===== src/rtl/rx_alu_interface.sv =====
// Collects operand A, operand B and opcode bytes from the UART receiver.
// Latches the ALU result and hands it to the UART transmitter.
module rx_alu_interface #(
    parameter int NBITS        = 8,
    parameter int OPCODE_NBITS = 6
) (
    input  logic                    clk,
    input  logic                    rst,
    input  logic                    i_rx_done,
    input  logic [NBITS-1:0]        i_rx_data,
    input  logic [NBITS-1:0]        i_alu_result,
    input  logic                    i_tx_done,
    output logic [NBITS-1:0]        o_operand_a,
    output logic [NBITS-1:0]        o_operand_b,
    output logic [OPCODE_NBITS-1:0] o_opcode,
    output logic [NBITS-1:0]        o_tx_data,
    output logic                    o_tx_start,
    output logic                    o_busy
);

    typedef enum logic [2:0] {
        LOAD_A  = 3'd0,
        LOAD_B  = 3'd1,
        LOAD_OP = 3'd2,
        CAPTURE = 3'd3,
        WAIT_TX = 3'd4
    } state_t;

    state_t                  state_reg, state_next;
    logic [NBITS-1:0]        operand_a_reg, operand_a_next;
    logic [NBITS-1:0]        operand_b_reg, operand_b_next;
    logic [OPCODE_NBITS-1:0] opcode_reg, opcode_next;
    logic [NBITS-1:0]        tx_data_reg, tx_data_next;
    logic                    tx_start_reg, tx_start_next;
    logic                    busy_reg, busy_next;

    // State and every output live in this one register bank.
    always_ff @(posedge clk) begin
        if (rst) begin
            state_reg     <= LOAD_A;
            operand_a_reg <= '0;
            operand_b_reg <= '0;
            opcode_reg    <= '0;
            tx_data_reg   <= '0;
            tx_start_reg  <= 1'b0;
            busy_reg      <= 1'b0;
        end else begin
            state_reg     <= state_next;
            operand_a_reg <= operand_a_next;
            operand_b_reg <= operand_b_next;
            opcode_reg    <= opcode_next;
            tx_data_reg   <= tx_data_next;
            tx_start_reg  <= tx_start_next;
            busy_reg      <= busy_next;
        end
    end

    always_comb begin
        state_next = state_reg;
        case (state_reg)
            LOAD_A:  if (i_rx_done) state_next = LOAD_B;
            LOAD_B:  if (i_rx_done) state_next = LOAD_OP;
            LOAD_OP: if (i_rx_done) state_next = CAPTURE;
            CAPTURE: state_next = WAIT_TX;
            WAIT_TX: if (i_tx_done) state_next = LOAD_A;
            default: state_next = LOAD_A;
        endcase
    end

    // Received bytes outside the load states fall through untouched, i.e. dropped.
    always_comb begin
        operand_a_next = operand_a_reg;
        operand_b_next = operand_b_reg;
        opcode_next    = opcode_reg;
        tx_data_next   = tx_data_reg;
        tx_start_next  = 1'b0;
        busy_next      = (state_next == CAPTURE) || (state_next == WAIT_TX);
        case (state_reg)
            LOAD_A:  if (i_rx_done) operand_a_next = i_rx_data;
            LOAD_B:  if (i_rx_done) operand_b_next = i_rx_data;
            LOAD_OP: if (i_rx_done) opcode_next = i_rx_data[OPCODE_NBITS-1:0];
            CAPTURE: begin
                tx_data_next  = i_alu_result;
                tx_start_next = 1'b1;
            end
            default: ;
        endcase
    end

    assign o_operand_a = operand_a_reg;
    assign o_operand_b = operand_b_reg;
    assign o_opcode    = opcode_reg;
    assign o_tx_data   = tx_data_reg;
    assign o_tx_start  = tx_start_reg;
    assign o_busy      = busy_reg;

endmodule


===== config.mk =====
export PLATFORM = sky130hd
export DESIGN_NAME = rx_alu_interface
export DESIGN_NICKNAME = d
export VERILOG_FILES = /design/src/rtl/rx_alu_interface.sv
export SDC_FILE = /design/constraint.sdc
export NUM_CORES = 1
export LEC_CHECK = 0
export BUFFER_PORTS_ARGS = -buffer_cell sky130_fd_sc_hd__buf_2
export CAP_MARGIN = 10
export CORE_ASPECT_RATIO = 1.25
export CORE_UTILIZATION = 50
export DETAILED_ROUTE_END_ITERATION = 12
export PLACE_DENSITY_LB_ADDON = 0.05
export SYNTH_ARGS = -nofsm -noshare
export SYNTH_HDL_FRONTEND = slang
export SYNTH_SLANG_ARGS = --single-unit

===== constraint.sdc =====
create_clock -name clk -period 2.5 [get_ports clk]
set_clock_uncertainty 0.15 [all_clocks]
set_input_delay 0.375 -clock clk [delete_from_list [all_inputs] [get_ports clk]]
set_output_delay 0.375 -clock clk [all_outputs]
set_load 0.02 [all_outputs]

== Yosys cells after proc, flatten, opt, wreduce, memory -nomap -nowiden ==
Cells that the tools add are included.
Widths: inputs -> output; s select.

* Multipliers: 0
* Reduce and logical (&&, ||, !) cells: 5
* Muxes and demuxes: 6
* Order comparisons: 0
* Eq/ne operators: 6
* Divide/modulo/power cells: 0
* $add $sub $neg: 0
* Bitwise logic cells: 0
* Shift-type cells: 0

{| class="wikitable"
|+ Operators with widths
! operator !! count
|-
| $pmux 3 s5 || 1
|-
| $mux 3 || 4
|-
| $eq 3x2->1 const B || 3
|-
| $eq 3x3->1 const B || 2
|-
| $reduce_and 2->1 || 3
|-
| $eq 3x1->1 const B || 1
|-
| $logic_not 3->1 || 1
|-
| $logic_or 1x1->1 || 1
|-
| $mux 1 || 1
|}

* Memories: 0
* Bits of input ports: 20
* Memory bits (read-only): 0
* Bits in registers: 35
* Memory bits (writable): 0
* Latch bits: 0
* Output and inout bits: 32
* Word-level logic and storage cells: 24

== Logic depth before layout (Yosys ltp) ==
Gate-level depths: netlist of run 1.

* Depth after elaboration: 4
* Mapped depth: 5
* Depth with buffers taken out: 3

== Least setup slack after synthesis of run 1 ==
OpenSTA, ideal clock, no wires.

* Kind: register to register
* Start point: reg state_reg[2]
* End point: reg operand_a_reg[3] (netlist: o_operand_a[3])
* Stages on the path, launching flop included: 6
* Arrival time: 1.127 ns
* Setup time: 0.134 ns
* Setup slack: 1.090 ns
* Buffers on the path: 2
* Clock period less this slack: 1.410 ns
* Required time: 2.216 ns
* Cell sequence: dfxtp_1 > buf_6 > or4b_1 > buf_2 > nand2_1 > a21oi_1

* Word-level cells in the longest chain between the ends: 2

{| class="wikitable"
|+ RTL lines
! what !! line !! RTL
|-
| start: declaration || 29 || <nowiki>state_t state_reg, state_next;</nowiki>
|-
| start signal: assignment || 48 || <nowiki>state_reg <= state_next;</nowiki>
|-
| $logic_not 3->1 || 78 || <nowiki>case (state_reg)</nowiki>
|-
| $reduce_and 2->1 (no line) || - ||
|-
| end signal: assignment || 49 || <nowiki>operand_a_reg <= operand_a_next;</nowiki>
|-
| end: declaration || 30 || <nowiki>logic [NBITS-1:0] operand_a_reg, operand_a_next;</nowiki>
|}

Every way passes these cells.
A chain may end at the register's enable or synchronous reset.

== Worst setup path after layout of run 1 ==
* Start point: reg state_reg[0]
* End point: reg operand_b_reg[5] (netlist: o_operand_b[5])

* Word-level cells in the longest chain between the ends: 2

{| class="wikitable"
|+ RTL lines
! what !! line !! RTL
|-
| $eq 3x1->1 || 78 ||
|-
| $reduce_and 2->1 (no line) || - ||
|-
| end signal: assignment || 50 || <nowiki>operand_b_reg <= operand_b_next;</nowiki>
|-
| end: declaration || 31 || <nowiki>logic [NBITS-1:0] operand_b_reg, operand_b_next;</nowiki>
|}

Every way passes these cells.

==> impl_results.html, run 1 <==
<table>
<tr><th>Metric</th><th>Value</th></tr>
<tr><th colspan="2">Clock network</th></tr>
<tr><td>Clk root buf</td><td>sky130_fd_sc_hd__clkbuf_4</td></tr>
<tr><td>Depth of the CTS H-tree</td><td>2</td></tr>
<tr><td>Hold buffer count at CTS</td><td>0</td></tr>
<tr><td>TritonCTS clock tree</td><td>done</td></tr>
<tr><td>Number of gates given a new drive strength after cts</td><td>0</td></tr>
<tr><td>Sinks on the clock net</td><td>35</td></tr>
<tr><td>Clock network latency to the later pin of the worst-skew pair</td><td>320 ps</td></tr>
<tr><td>CTS Buf Count</td><td>5</td></tr>
<tr><td>Setup repair bufs after CTS</td><td>0</td></tr>
<tr><td>Number of buffers on the longest clock path</td><td>2</td></tr>
<tr><td>Clock transition at the registers of the reported paths</td><td>100 ps</td></tr>
<tr><th colspan="2">Global routing</th></tr>
<tr><td>Number of global-route vias before repair</td><td>888</td></tr>
<tr><td>Fraction of met3 tracks used by global routing</td><td>0.0823</td></tr>
<tr><td>Pin count of the biggest net entering global routing</td><td>36</td></tr>
<tr><td>Initial antenna violation count</td><td>0</td></tr>
<tr><td>Met1 Resource Use GR</td><td>0.226</td></tr>
<tr><td>Global-route congestion overflow total</td><td>0</td></tr>
<tr><td>Met2 track utilization from global routing</td><td>0.317</td></tr>
<tr><td>First-pass GRT wire length</td><td>3.88 mm</td></tr>
<tr><td>Peak-usage layer in the global routing report</td><td>met2</td></tr>
<tr><td>Tot GR Track Use</td><td>0.198</td></tr>
<tr><th colspan="2">Yosys</th></tr>
<tr><td>Nets in the synthesized netlist</td><td>161</td></tr>
<tr><td>Flip-flop and latch count after synthesis</td><td>35</td></tr>
<tr><td>Synth warnings</td><td>0</td></tr>
<tr><td>Avg Cell Area, Syn</td><td>9.37 sq um</td></tr>
<tr><td>Netlist area before placement</td><td>1320 sq um</td></tr>
<tr><td>Post-synthesis instance total</td><td>141</td></tr>
<tr><td>Yosys cell types</td><td>22</td></tr>
<tr><td>Part of the Yosys area used for sequential elements</td><td>0.530</td></tr>
<tr><th colspan="2">Floorplan</th></tr>
<tr><td>Number of rows created at floorplan</td><td>20</td></tr>
<tr><td>Width of the die</td><td>48.0 microns</td></tr>
<tr><td>Total die area</td><td>2850 sq um</td></tr>
<tr><td>Die span in y</td><td>59.5 microns</td></tr>
<tr><td>Number of I/O pins</td><td>52</td></tr>
<tr><td>Placeable Area</td><td>2480 sq um</td></tr>
<tr><td>Effective utilization at floorplan</td><td>0.533</td></tr>
<tr><th colspan="2">Pwr</th></tr>
<tr><td>Maximum vdd ir drop</td><td>455 uV</td></tr>
<tr><td>Overall power after layout</td><td>1.09 mW</td></tr>
<tr><td>Leak Pwr</td><td>0.722 nW</td></tr>
<tr><td>Power density of the placed cells</td><td>669 nW/um^2</td></tr>
<tr><th colspan="2">Place</th></tr>
<tr><td>Routability cong.</td><td>0.708</td></tr>
<tr><td>Total of buffers placed on input and output ports</td><td>51</td></tr>
<tr><td>Instance area at placement</td><td>1550 sq um</td></tr>
<tr><td>Worst-case setup slack after placement</td><td>895 ps</td></tr>
<tr><td>Estimated wirelength of the detail-placed design</td><td>1.85 mm</td></tr>
<tr><th colspan="2">Setup path</th></tr>
<tr><td>Highest fanout seen on the critical path</td><td>11</td></tr>
<tr><td>Required time reported for the critical path endpoint</td><td>2550 ps</td></tr>
<tr><td>Critical path data arrival time</td><td>1680 ps</td></tr>
<tr><td>Kind of launch point of the worst setup path</td><td>flip-flop</td></tr>
<tr><td>Crit path capture type</td><td>flip-flop</td></tr>
<tr><td>Critical Setup Path Class</td><td>reg -&gt; reg</td></tr>
<tr><th colspan="2">STA</th></tr>
<tr><td>Share of the clock period used by the worst path after layout</td><td>0.652</td></tr>
<tr><td>Final slew viol count</td><td>0</td></tr>
<tr><td>Transition time at the pin with the least slew margin</td><td>627 ps</td></tr>
<tr><td>FMAX</td><td>613 MHz</td></tr>
<tr><td>Post-route setup slack</td><td>870 ps</td></tr>
<tr><td>Final Setup Violations</td><td>0</td></tr>
<tr><td>Post-route setup TNS</td><td>0 ps</td></tr>
<tr><td>Headroom to the max-slew limit</td><td>0.582</td></tr>
<tr><td>Fin. Hold Viols</td><td>0</td></tr>
<tr><td>Minimum period implied by the final worst setup slack</td><td>1630 ps</td></tr>
<tr><td>RSZ-0062 raised after global routing</td><td>no</td></tr>
<tr><th colspan="2">Route</th></tr>
<tr><td>Post-DRT Antenna Nets</td><td>0</td></tr>
<tr><td>Routed vias</td><td>1095</td></tr>
<tr><td>Routed length per instance</td><td>11.8 microns</td></tr>
<tr><td>Routed wire length</td><td>2.61 mm</td></tr>
<tr><td>Remaining DRCs</td><td>0</td></tr>
<tr><td>1st-pass router iterations</td><td>4</td></tr>
<tr><td>Number of DRC markers in iteration 0</td><td>7</td></tr>
<tr><td>Mean number of vias per cell</td><td>4.95</td></tr>
<tr><th colspan="2">Finish</th></tr>
<tr><td>Fin area</td><td>1620 sq um</td></tr>
<tr><td>Area delta synth-&gt;final</td><td>22.7%</td></tr>
<tr><td>Fraction of layout cells with a size suffix above 1</td><td>0.335</td></tr>
<tr><td>Net total in the final layout</td><td>208</td></tr>
<tr><td>Fillers</td><td>227</td></tr>
<tr><td>N_diodes</td><td>0</td></tr>
<tr><th colspan="2">Outcome</th></tr>
<tr><td>Result of the run</td><td>finished clean</td></tr>
<tr><th colspan="2">Job</th></tr>
<tr><td>Max-cap violations</td><td>0</td></tr>
<tr><th colspan="2">Worst hold path</th></tr>
<tr><td>Class of the worst hold path</td><td>in -&gt; reg</td></tr>
</table>
-- Yosys cell counts --
cell,number,area [sq um]
sky130_fd_sc_hd__a211oi_1,1,7.51
sky130_fd_sc_hd__a21oi_1,18,90.1
sky130_fd_sc_hd__a21oi_2,1,8.76
sky130_fd_sc_hd__and2b_1,1,7.51
sky130_fd_sc_hd__and3b_2,1,10.0
sky130_fd_sc_hd__and4bb_2,2,25.0
sky130_fd_sc_hd__buf_2,3,15.0
sky130_fd_sc_hd__buf_4,2,15.0
sky130_fd_sc_hd__buf_6,2,22.5
sky130_fd_sc_hd__clkbuf_1,4,15.0
sky130_fd_sc_hd__dfxtp_1,35,701
sky130_fd_sc_hd__inv_1,1,3.75
sky130_fd_sc_hd__mux2i_1,14,140
sky130_fd_sc_hd__nand2_1,33,124
sky130_fd_sc_hd__nand3b_1,2,15.0
sky130_fd_sc_hd__nor2_1,15,56.3
sky130_fd_sc_hd__nor3_1,1,5.00
sky130_fd_sc_hd__nor3b_1,1,7.51
sky130_fd_sc_hd__nor4b_4,1,23.8
sky130_fd_sc_hd__o21ai_0,1,5.00
sky130_fd_sc_hd__or4b_1,1,10.0
sky130_fd_sc_hd__or4b_4,1,13.8
-- per-stage QoR --
stage	cells	hold slack, ps	utilization
after detailed placement	214	293	0.626
after floorplan	141	361	-
after global placement	214	289	0.626
final	221	120	0.655
after CTS	221	108	0.655
after global routing	221	119	0.655
-- report_power, final --
| part | switching (mW) | leakage (nW) | internal (mW) | total, mW |
|---|---|---|---|---|
| Sequential | 0.0151 | 0.284 | 0.577 | 0.592 |
| Combinational | 0.0700 | 0.399 | 0.0464 | 0.116 |
| Clock | 0.171 | 0.0383 | 0.206 | 0.377 |
-- layer usage --
metal / vias up / share of wire
met5: - / 0
met3: 7 / 0.060
li1: 560 / -
met1: 490 / 0.44
met4: 0 / 0.017
met2: 38 / 0.48
-- cells by family after synthesis --
| family | count (synthesis) | share of synthesized area |
|---|---|---|
| AND/OR/NAND/NOR | 59 | 0.225 |
| flip-flops | 35 | 0.530 |
| AO/OA/AOI/OAI | 21 | 0.0843 |
| multiplexers | 14 | 0.106 |
| buffers and inverters | 12 | 0.0540 |
-- placed cells by master (no fill, tap or decap), types with 2 or more instances in the layout --
cell type | netlist | layout
sky130_fd_sc_hd__a21oi_1 | 18 | 18
sky130_fd_sc_hd__and4bb_2 | 2 | 2
sky130_fd_sc_hd__buf_2 | 3 | 51
sky130_fd_sc_hd__clkbuf_4 | 0 | 5
sky130_fd_sc_hd__dfxtp_1 | 35 | 35
sky130_fd_sc_hd__mux2i_1 | 14 | 14
sky130_fd_sc_hd__nand2_1 | 33 | 33
sky130_fd_sc_hd__nand3b_1 | 2 | 2
sky130_fd_sc_hd__nor2_1 | 15 | 15
-- final timing paths --
path,start,cells after the start,end,slack (ps)
max,state_reg[0],3,o_operand_b[5],870
min,i_alu_result[3],3,o_tx_data[3],120
max reg2reg,state_reg[0],3,o_operand_b[5],870
min reg2reg,o_operand_a[7],2,o_operand_a[7],300
-- cell type report --
| type | instances | area, sq um | area share |
|---|---|---|---|
| flip-flops and latches | 35 | 701 | 0.432 |
| clock inverters | 1 | 30.0 | 0.0185 |
| well taps | 33 | 41.3 | 0.0255 |
| repair buffers | 51 | 255 | 0.157 |
| inverters | 1 | 3.75 | 0.00231 |
| clock buffers | 6 | 41.3 | 0.0255 |
| multi-input cells | 94 | 549 | 0.339 |
-- critical path: stages, from the launching register on --
cell and delay [ps]:
sky130_fd_sc_hd__dfxtp_1 570, sky130_fd_sc_hd__and4bb_2 490, sky130_fd_sc_hd__mux2i_1 250, sky130_fd_sc_hd__nor2_1 50
Power figures use the tool's default switching activity.
==> run 2: changes to the inputs <==
--- a/config.mk
+++ b/config.mk
@@ -8,7 +8,7 @@
 export BUFFER_PORTS_ARGS = -buffer_cell sky130_fd_sc_hd__buf_2
 export CAP_MARGIN = 10
 export CORE_ASPECT_RATIO = 1.25
-export CORE_UTILIZATION = 50
+export CORE_UTILIZATION = 47
 export DETAILED_ROUTE_END_ITERATION = 12
 export PLACE_DENSITY_LB_ADDON = 0.05
 export SYNTH_ARGS = -nofsm -noshare
==> constraint.sdc (replaced) <==
create_clock -name clk -period 1.5 [get_ports clk]
set_clock_uncertainty 0.15 [all_clocks]
set_input_delay 0.225 -clock clk [delete_from_list [all_inputs] [get_ports clk]]
set_output_delay 0.225 -clock clk [all_outputs]
set_load 0.02 [all_outputs]
==> run 2 against run 1 <==
Net effect: critical path depth is the same; clock power grew 23%; clock-buffer cell count shrank 1; fmax grew 13%; power grew 57%; cell area grew 14%; first-iteration DRC count grew 140%; register-to-register slack lost 810 ps; combinational power grew 120%; non-clock buffer count grew 24; sequential power grew 66%; highest routed layer unchanged.
==> impl_results.html, run 2 (synthesis gave the netlist of run 1 again) <==
<table>
<tr><th>Metric</th><th>Value</th></tr>
<tr><th colspan="2">Outcome</th></tr>
<tr><td>Result of the run</td><td>finished clean</td></tr>
<tr><th colspan="2">Place</th></tr>
<tr><td>Instance area at placement</td><td>1600 sq um (+3.3%)</td></tr>
<tr><td>Total of buffers placed on input and output ports</td><td>51 (unchanged)</td></tr>
<tr><td>Routability cong.</td><td>0.757 (+6.9%)</td></tr>
<tr><td>Estimated wirelength of the detail-placed design</td><td>1.95 mm (+5.5%)</td></tr>
<tr><th colspan="2">STA</th></tr>
<tr><td>FMAX</td><td>696 MHz (+13%)</td></tr>
<tr><td>Fin. Hold Viols</td><td>0 (unchanged)</td></tr>
<tr><td>Post-route setup TNS</td><td>0 ps (unchanged)</td></tr>
<tr><td>Worst Hold Margin</td><td>35.3 ps (-84.8 ps)</td></tr>
<tr><td>Final slew viol count</td><td>0 (unchanged)</td></tr>
<tr><td>Share of the clock period used by the worst path after layout</td><td>0.958 (+0.306)</td></tr>
<tr><td>Final Setup Violations</td><td>0 (unchanged)</td></tr>
<tr><td>RSZ-0062 raised after global routing</td><td>no</td></tr>
<tr><td>Headroom to the max-slew limit</td><td>0.791 (+0.209)</td></tr>
<tr><td>Minimum period implied by the final worst setup slack</td><td>1440 ps (-193 ps)</td></tr>
<tr><td>Transition time at the pin with the least slew margin</td><td>313 ps (-313 ps)</td></tr>
<tr><th colspan="2">Global routing</th></tr>
<tr><td>Met2 track utilization from global routing</td><td>0.370 (+0.0533)</td></tr>
<tr><td>Tot GR Track Use</td><td>0.206 (+0.00801)</td></tr>
<tr><td>Peak-usage layer in the global routing report</td><td>met2</td></tr>
<tr><td>Met1 Resource Use GR</td><td>0.215 (-0.0111)</td></tr>
<tr><td>Pin count of the biggest net entering global routing</td><td>24 (-33%)</td></tr>
<tr><td>Global-route congestion overflow total</td><td>0 (unchanged)</td></tr>
<tr><td>Fraction of met3 tracks used by global routing</td><td>0.0765 (-0.00577)</td></tr>
<tr><td>Number of global-route vias before repair</td><td>1061 (+19%)</td></tr>
<tr><td>First-pass GRT wire length</td><td>4.60 mm (+18%)</td></tr>
<tr><td>Initial antenna violation count</td><td>0 (unchanged)</td></tr>
<tr><th colspan="2">Route</th></tr>
<tr><td>Routed wire length</td><td>2.85 mm (+9.4%)</td></tr>
<tr><td>Post-DRT Antenna Nets</td><td>0 (unchanged)</td></tr>
<tr><td>Remaining DRCs</td><td>0 (unchanged)</td></tr>
<tr><td>1st-pass router iterations</td><td>4 (unchanged)</td></tr>
<tr><td>Number of DRC markers in iteration 0</td><td>17 (+10)</td></tr>
<tr><td>Mean number of vias per cell</td><td>4.76 (-3.9%)</td></tr>
<tr><td>Routed length per instance</td><td>11.6 microns (-1.4%)</td></tr>
<tr><td>Routed vias</td><td>1166 (+6.5%)</td></tr>
<tr><th colspan="2">Pwr</th></tr>
<tr><td>Switching power as a share of total power</td><td>0.264 (+0.0280)</td></tr>
<tr><td>Internal Dissipation</td><td>1.25 mW (+51%)</td></tr>
<tr><td>Maximum vdd ir drop</td><td>911 uV (+100%)</td></tr>
<tr><td>Logic gate share of total power</td><td>0.152 (+0.045)</td></tr>
<tr><td>Power density of the placed cells</td><td>925 nW/um^2 (+38%)</td></tr>
<tr><td>Share of power burned in the clock network</td><td>0.272 (-0.075)</td></tr>
<tr><td>Leak Pwr</td><td>0.820 nW (+14%)</td></tr>
<tr><td>Power dissipated by switching net loads</td><td>449 uW (+76%)</td></tr>
<tr><td>Power share of the sequential group</td><td>0.576 (+0.030)</td></tr>
<tr><th colspan="2">Floorplan</th></tr>
<tr><td>Width of the die</td><td>49.4 microns (+3.0%)</td></tr>
<tr><td>Placeable Area</td><td>2680 sq um (+8.2%)</td></tr>
<tr><td>Total die area</td><td>3030 sq um (+6.1%)</td></tr>
<tr><td>Effective utilization at floorplan</td><td>0.493 (-0.0403)</td></tr>
<tr><td>Die span in y</td><td>61.3 microns (+3.0%)</td></tr>
<tr><td>Number of I/O pins</td><td>52 (unchanged)</td></tr>
<tr><td>Number of rows created at floorplan</td><td>21 (+5.0%)</td></tr>
<tr><th colspan="2">Finish</th></tr>
<tr><td>Fraction of layout cells with a size suffix above 1</td><td>0.341 (+0.00613)</td></tr>
<tr><td>Most common cell after layout, fill and taps aside</td><td>sky130_fd_sc_hd__buf_2</td></tr>
<tr><td>Net total in the final layout</td><td>232 (+12%)</td></tr>
<tr><td>N_diodes</td><td>0 (unchanged)</td></tr>
<tr><td>Area delta synth-&gt;final</td><td>39.3%</td></tr>
<tr><td>Most used cells in the layout excluding fill and tap cells</td><td>sky130_fd_sc_hd__buf_2 (51), sky130_fd_sc_hd__dfxtp_1 (35), sky130_fd_sc_hd__nand2_1 (33)</td></tr>
<tr><td>Fillers</td><td>236 (+4.0%)</td></tr>
<tr><td>Fin area</td><td>1840 sq um (+14%)</td></tr>
<tr><th colspan="2">Setup path</th></tr>
<tr><td>Crit path buf inv count</td><td>1 (+1)</td></tr>
<tr><td>Standard cell with the maximum stage delay on the critical path</td><td>sky130_fd_sc_hd__or4b_4</td></tr>
<tr><td>Largest stage delay, worst path</td><td>520 ps (-50 ps)</td></tr>
<tr><td>Highest fanout seen on the critical path</td><td>6 (-5)</td></tr>
<tr><td>Critical Setup Path Class</td><td>reg -&gt; reg</td></tr>
<tr><td>CP cell instances</td><td>buf_4, or4b_4, a21oi_2</td></tr>
<tr><td>Critical path data arrival time</td><td>1550 ps (-130 ps)</td></tr>
<tr><td>Kind of launch point of the worst setup path</td><td>flip-flop</td></tr>
<tr><td>Required time reported for the critical path endpoint</td><td>1620 ps (-930 ps)</td></tr>
<tr><td>Cell family with most CP delay</td><td>simple AND/OR/NAND/NOR gates</td></tr>
<tr><td>Crit path capture type</td><td>flip-flop</td></tr>
<tr><th colspan="2">Clock network</th></tr>
<tr><td>TritonCTS clock tree</td><td>done</td></tr>
<tr><td>Clock network latency to the later pin of the worst-skew pair</td><td>330 ps (about the same)</td></tr>
<tr><td>Number of buffers on the longest clock path</td><td>2 (unchanged)</td></tr>
<tr><td>Sinks on the clock net</td><td>35 (unchanged)</td></tr>
<tr><td>Depth of the CTS H-tree</td><td>2 (unchanged)</td></tr>
<tr><td>CTS Buf Count</td><td>5 (unchanged)</td></tr>
<tr><td>Clk root buf</td><td>sky130_fd_sc_hd__clkbuf_4</td></tr>
<tr><td>Clock transition at the registers of the reported paths</td><td>100 ps (about the same)</td></tr>
<tr><th colspan="2">Worst hold path</th></tr>
<tr><td>Class of the worst hold path</td><td>in -&gt; reg</td></tr>
<tr><th colspan="2">Job</th></tr>
<tr><td>Max-cap violations</td><td>0 (unchanged)</td></tr>
</table>
[run 2: worst min-delay path: cells and delay by family]
family	cells	cell delay, ps
AOI/OAI and AO/OA	1	50
and+or+nand+nor	1	120
buffers and inverters	1	80
[run 2: per-layer routing]
layer	wire length, microns	vias up
li1	-	604
met1	1250	521
met2	1390	35
met3	160	6
met4	53	0
met5	0	-
[run 2: layout make-up]
type	instances	area, sq um	area share
clock buffer	5	37.5	0.0204
tap	34	42.5	0.0231
multi-input combinational	94	561	0.305
sequential	35	701	0.381
clock inverter	1	7.51	0.00408
timing repair buffer	75	488	0.265
inverter	1	3.75	0.00204
[run 2: path summary, 6_finish.rpt]
path                        from             end  slack [ps]  depth (start not counted)
setup / recovery    state_reg[0]    state_reg[2]          60                          3
hold / removal         i_tx_done    state_reg[2]          40                          3
setup reg to reg    state_reg[0]    state_reg[2]          60                          3
hold reg to reg   o_operand_a[2]  o_operand_a[2]         310                          2
[run 2: power groups by stage]
stage / Clock [mW] / Sequential [mW] / Combinational, mW
global placement: 0 / 1.00 / 0.213
global route: 0.510 / 0.986 / 0.284
floorplan: 0 / 1.03 / 0.103
detailed placement: 0 / 1.00 / 0.217
CTS: 0.482 / 0.980 / 0.249
finish: 0.463 / 0.981 / 0.259
[run 2: metrics by stage]
step	cells	setup WS, ps	power (mW)	util
after detailed placement	220	13.4	1.22	0.598
final	245	62.4	1.70	0.687
after floorplan	141	89.7	1.14	-
after CTS	242	0.822	1.71	0.674
after global routing	245	3.11	1.78	0.687
after global placement	220	43.8	1.21	0.598
[run 2: what timing repair did]
| action | in CTS | in global routing |
|---|---|---|
| hold buffers | 16 | 0 |
| buffers inserted | 0 | 3 |
| gates resized for setup | 0 | 3 |
| setup endpoints to repair | 0 | 26 |
| hold endpoints to repair | 20 | 0 |
